$ cat src/rtl/cpu_pkg.sv
// Shared CPU datapath types: register word/index types and the writeback result-select encoding.
package cpu_pkg;

  typedef logic [15:0] word_t;
  typedef logic [3:0]  reg_idx_t;

  typedef enum logic [1:0] {
    RES_ALU   = 2'b00,
    RES_MEM   = 2'b01,
    RES_PC2   = 2'b10,
    RES_WDATA = 2'b11
  } result_src_e;

  localparam reg_idx_t REG_ZERO = 4'd0;

endpackage

$ cat src/rtl/wb_result_mux.sv
// Writeback result select: purely combinational 4:1 mux, zero latency, no flow control.
module wb_result_mux
  import cpu_pkg::*;
#(
  parameter int DATA_W = 16
) (
  input  result_src_e       i_sel,
  input  logic [DATA_W-1:0] i_alu,
  input  logic [DATA_W-1:0] i_mem,
  input  logic [DATA_W-1:0] i_pc2,
  input  logic [DATA_W-1:0] i_wdata,
  output logic [DATA_W-1:0] o_result
);

  always_comb begin
    o_result = i_wdata;
    case (i_sel)
      RES_ALU: o_result = i_alu;
      RES_MEM: o_result = i_mem;
      RES_PC2: o_result = i_pc2;
      default: o_result = i_wdata;
    endcase
  end

endmodule

$ cat src/rtl/wb_regfile_unit.sv
// MEM/WB writeback stage: result select, register file commit with write-first read bypass,
// registered debug read port (no bypass) and a wrapping writeback-event counter.
module wb_regfile_unit
  import cpu_pkg::*;
#(
  parameter int DATA_W = 16,
  parameter int ADDR_W = 4,
  parameter int CNT_W  = 32
) (
  input  logic              clk,
  input  logic              reset,
  input  logic              regWrite_in,
  input  logic [1:0]        resultSrc_in,
  input  logic [DATA_W-1:0] pc_plus2_in,
  input  logic [ADDR_W-1:0] rd_in,
  input  logic [DATA_W-1:0] aluRes_in,
  input  logic [DATA_W-1:0] readData_in,
  input  logic [DATA_W-1:0] writeDataW_in,
  input  logic [ADDR_W-1:0] ra1,
  input  logic [ADDR_W-1:0] ra2,
  output logic [DATA_W-1:0] rd1,
  output logic [DATA_W-1:0] rd2,
  output logic [DATA_W-1:0] result_out,
  output logic              wb_en_out,
  output logic [ADDR_W-1:0] wb_rd_out,
  input  logic [ADDR_W-1:0] dbg_addr,
  output logic [DATA_W-1:0] dbg_data,
  output logic [CNT_W-1:0]  wb_count
);

  localparam int NREG = 2 ** ADDR_W;

  logic [DATA_W-1:0] r_regs [NREG];
  logic [CNT_W-1:0]  r_cnt;
  logic [DATA_W-1:0] r_dbg;
  logic [DATA_W-1:0] w_result;
  logic              w_wb_en;

  wb_result_mux #(.DATA_W(DATA_W)) u_mux (
    .i_sel    (result_src_e'(resultSrc_in)),
    .i_alu    (aluRes_in),
    .i_mem    (readData_in),
    .i_pc2    (pc_plus2_in),
    .i_wdata  (writeDataW_in),
    .o_result (w_result)
  );

  // r0 writes are dropped here so they neither commit nor count
  assign w_wb_en    = regWrite_in && (rd_in != REG_ZERO);
  assign wb_en_out  = w_wb_en;
  assign wb_rd_out  = rd_in;
  assign result_out = w_result;

  always_comb begin
    rd1 = r_regs[ra1];
    if (ra1 == REG_ZERO)                    rd1 = '0;
    else if (w_wb_en && (ra1 == rd_in))     rd1 = w_result;
  end

  always_comb begin
    rd2 = r_regs[ra2];
    if (ra2 == REG_ZERO)                    rd2 = '0;
    else if (w_wb_en && (ra2 == rd_in))     rd2 = w_result;
  end

  always_ff @(posedge clk or posedge reset) begin
    if (reset) begin
      for (int i = 0; i < NREG; i++) r_regs[i] <= '0;
    end else if (w_wb_en) begin
      r_regs[rd_in] <= w_result;
    end
  end

  always_ff @(posedge clk or posedge reset) begin
    if (reset)        r_cnt <= '0;
    else if (w_wb_en) r_cnt <= r_cnt + {{(CNT_W-1){1'b0}}, 1'b1};
  end

  // Debug port samples the array before this edge's write lands
  always_ff @(posedge clk or posedge reset) begin
    if (reset)                      r_dbg <= '0;
    else if (dbg_addr == REG_ZERO)  r_dbg <= '0;
    else                            r_dbg <= r_regs[dbg_addr];
  end

  assign wb_count = r_cnt;
  assign dbg_data = r_dbg;

endmodule

$ cat config.mk
export PLATFORM = sky130hd
export DESIGN_NAME = wb_regfile_unit
export DESIGN_NICKNAME = d
export VERILOG_FILES = /design/src/rtl/cpu_pkg.sv /design/src/rtl/wb_result_mux.sv /design/src/rtl/wb_regfile_unit.sv
export SDC_FILE = /design/constraint.sdc
export NUM_CORES = 1
export LEC_CHECK = 0
export CAP_MARGIN = 10
export CORE_UTILIZATION = 55
export DETAILED_ROUTE_END_ITERATION = 10
export DONT_BUFFER_PORTS = 1
export GPL_TIMING_DRIVEN = 0
export MAX_ROUTING_LAYER = met4
export PLACE_DENSITY = 0.7
export SYNTH_ARGS = -nofsm -noshare
export SYNTH_HDL_FRONTEND = slang
export SYNTH_HIERARCHICAL = 1
export SYNTH_SLANG_ARGS = --single-unit
$ cat constraint.sdc
create_clock -name clk -period 18.9 [get_ports clk]
set_clock_uncertainty 0.2 [all_clocks]
set_input_delay 3.78 -clock clk [delete_from_list [all_inputs] [get_ports clk]]
set_output_delay 3.78 -clock clk [all_outputs]
set_load 0.03 [all_outputs]
==> metrics.txt <==
Post-Place Cell Area=between 15000 and 20000 µm²; Tot GR Track Use=37.5%; Die X=between 150 and 200 µm; critical path cell sequence=buf_6, buf_4, nand3b_1, buf_2, o22ai_1, a211oi_1, a31oi_1; first-pass detailed-route iteration total=5; period utilization=55.2%; Slew Viols, Final=0; Power Internal=1580 µW; Final Cell Area=20500 µm²; Area growth, synth to finish=10.4%; Crit-path slowest cell=a31oi_1; worst-path fanout max=10; CP Capture Type=output pin; clock latency on the worst-skew pair=560 ps; I/O pin total=186; CTS tree=yes; area share of the leading cell type in the synthesized netlist=41.0%; ratio of cells with drive above 1 in the final layout=a little under two fifths; reg-to-reg slack, setup=16620 ps; sequential power share=roughly two fifths; GP Congestion=1.03; Yosys warnings=6; Slew @ Worst Pin=1110 ps; CP Launch Type=primary input; post-cts hold buffer count=0; Sink Count=a little over 300; Yosys top cell by area=dfrtp_1; DR DRC count=0; CTS buffer count=37; f_max=~0.096 GHz; sequential fraction of the synthesis area=41.0%; Yosys reg bits=approximately 300; TNS Setup=0 ps; critical path launch point=ra2[2]; HPWL Detailed=45.9 mm; Die Height=186 µm; cells after synthesis=1410; worst hold path type=flip-flop to flip-flop; delay-heaviest family, CP=compound AO/OA/AOI/OAI gates; CP arrival=6460 ps; max-cap viol count=0; Hold Slack=between 300 and 400 ps; Post-Route WL=roughly 61 mm; post-CTS setup buffer count=0; via count=13700; Reg2Reg Launch Point=wb_count[14]$_DFFE_PP0P_; min Tclk post-route=roughly 10000 ps; Routed Antenna Nets=0; Synth area leaders=dfrtp_1 (41%), mux4_2 (15%), mux2_2 (13%); Combinational Power Share=a little over a quarter; CTS root buf=clkbuf_16; Worst-path clk slew=60 ps; CP Data Required Time=14920 ps; H-tree levels=2; Post-synth EDFFs=0; Fillers=2644; first-pass GRT wire length=89.9 mm; Buf/Inv on CP=3; # setup viols final=0; DR vias/cell=7.11; DR WL/cell=31.9 µm; Pleak=0.00858 µW; initial antenna violation count=0; Synth Cell Area=18500 µm²; HP Start=r_regs[247]$_DFFE_PP0P_; most instantiated cells after synthesis=dfrtp_1 (304), mux2_2 (212), mux2i_1 (160); clock power share=a little under a third; die area=34500 µm²; Resized Gates After CTS=0; input/output buffers=0; largest net degree at the start of global routing=119; most common cell in the netlist=dfrtp_1; final hold vios=0; Peak VDD IR=roughly 0.08 mV; CP Class=primary input to output pin; Non-Filler Instances=between 1500 and 2000; Main synth FF type=dfrtp_1; sw frac=34.0%; synthesized area per cell=13.2 µm²; # rows=66; async set-reset flop share out of synthesis=100%; vias in the first global route=13500; Max clock buf depth=3; unrepaired setup endpoints after global routing=false; final net count=1537; Starting Density=56.4%; global route overflow=0; drt initial violations=roughly 1500; slew margin rel.=25.6%; CP max stage delay=860 ps; Placed Cells=around 1900; Total Power=between 2000 and 2500 µW; Psw=816 µW; Yosys cell types=50; core box area=32900 µm²; status=finished clean; Power Density=117 nW/µm²; Mapped Nets=1496
==> cells in the final DEF (no fill, tap or decap), types with 3 or more instances in the layout <==
cell       instances
clkinv_2           5
a211oi_1          45
nand2b_1           4
nor2_2             8
nor2_1             6
mux2_4            30
dfrtp_1          304
inv_1              5
a221oi_1          13
and3_1             5
nor2b_1            5
or3_1              5
and4_1             4
a32oi_1            3
o31ai_1           32
a31oi_1           30
mux4_2           122
clkbuf_1          62
buf_2             70
mux2_2           212
o22ai_1           64
nand3_1           51
nand2_1           26
buf_6              6
xor2_1             3
clkbuf_8          11
o221ai_1           3
clkbuf_16         37
or3b_1             4
a21oi_1           28
mux2i_1          160
nand4_1           14
buf_1              3
buf_4             18
mux4_1             6
bufinv_16          4
xnor2_1           36
==> worst paths after layout <==
kind / endpoint / depth (start not counted)
max in group asynchronous: r_regs[110]$_DFFE_PP0P_ / 3
hold reg to reg: r_regs[247]$_DFFE_PP0P_ / 1
setup reg to reg: wb_count[28]$_DFFE_PP0P_ / 4
hold / removal: r_regs[247]$_DFFE_PP0P_ / 1
setup / recovery: rd2[8] / 7
min in group asynchronous: r_regs[183]$_DFFE_PP0P_ / 1
==> power groups by stage <==
| stage | clock, µW | sequential (µW) | combinational [µW] |
|---|---|---|---|
| 6_report | 756 | 998 | 646 |
| 2_1_floorplan | 0 | 944 | 493 |
| 3_3_place_gp | 0 | 988 | 615 |
| 4_1_cts | 761 | 990 | 634 |
| 3_5_place_dp | 0 | 999 | 631 |
| 5_1_grt | 791 | 1020 | 677 |
==> layer usage <==
| metal | track usage (%) | share of wire (%) |
|---|---|---|
| met1 | 52.0 | 41 |
| met2 | 54.6 | 45 |
| met3 | 8.32 | 11 |
| met4 | 12.7 | 3.4 |
| met5 | - | 0 |
==> logic make-up after synthesis <==
logic type | synth area share, %
multiplexers | 39.6
flip-flops | 41.0
AO/OA/AOI/OAI | 8.09
buffers and inverters | 4.73
AND/OR/NAND/NOR | 4.65
XOR/XNOR | 1.84
adder cells (fa/ha/maj) | 0.0675
==> state kept, by name, indices dropped and copies added (netlist names) <==
signal / cells
wb_count: 32
dbg_data: 16
r_regs: 256
==> metrics by stage <==
stage | utilization [%] | worst slack, ps
global placement | 58.1 | 3150
detailed placement | 58.3 | 8620
CTS | 62.3 | 8620
global route | 62.3 | 8390
floorplan | - | 6520
finish | 62.3 | 8460
==> final cells by class <==
cell class              count  area (µm²)  share of cell area (%)
multi-input cells         938       10100                    49.2
flip-flops and latches    304        7610                    37.2
clock buffers              52        1090                    5.34
plain buffers             160         847                    4.14
well taps                 442         553                    2.70
clock inverters            15         210                    1.03
repair buffers              2        55.1                   0.269
inverters                   8        37.5                   0.183
diodes                      1        2.50                  0.0122
==> worst reg2reg max path, cell delays in order, from the launching register on <==
cell     delay [ps]
dfrtp_1         630
nand4_1         220
nor4_2          720
nand4_1         210
xnor2_1         170
Power figures use the tool's default switching activity.
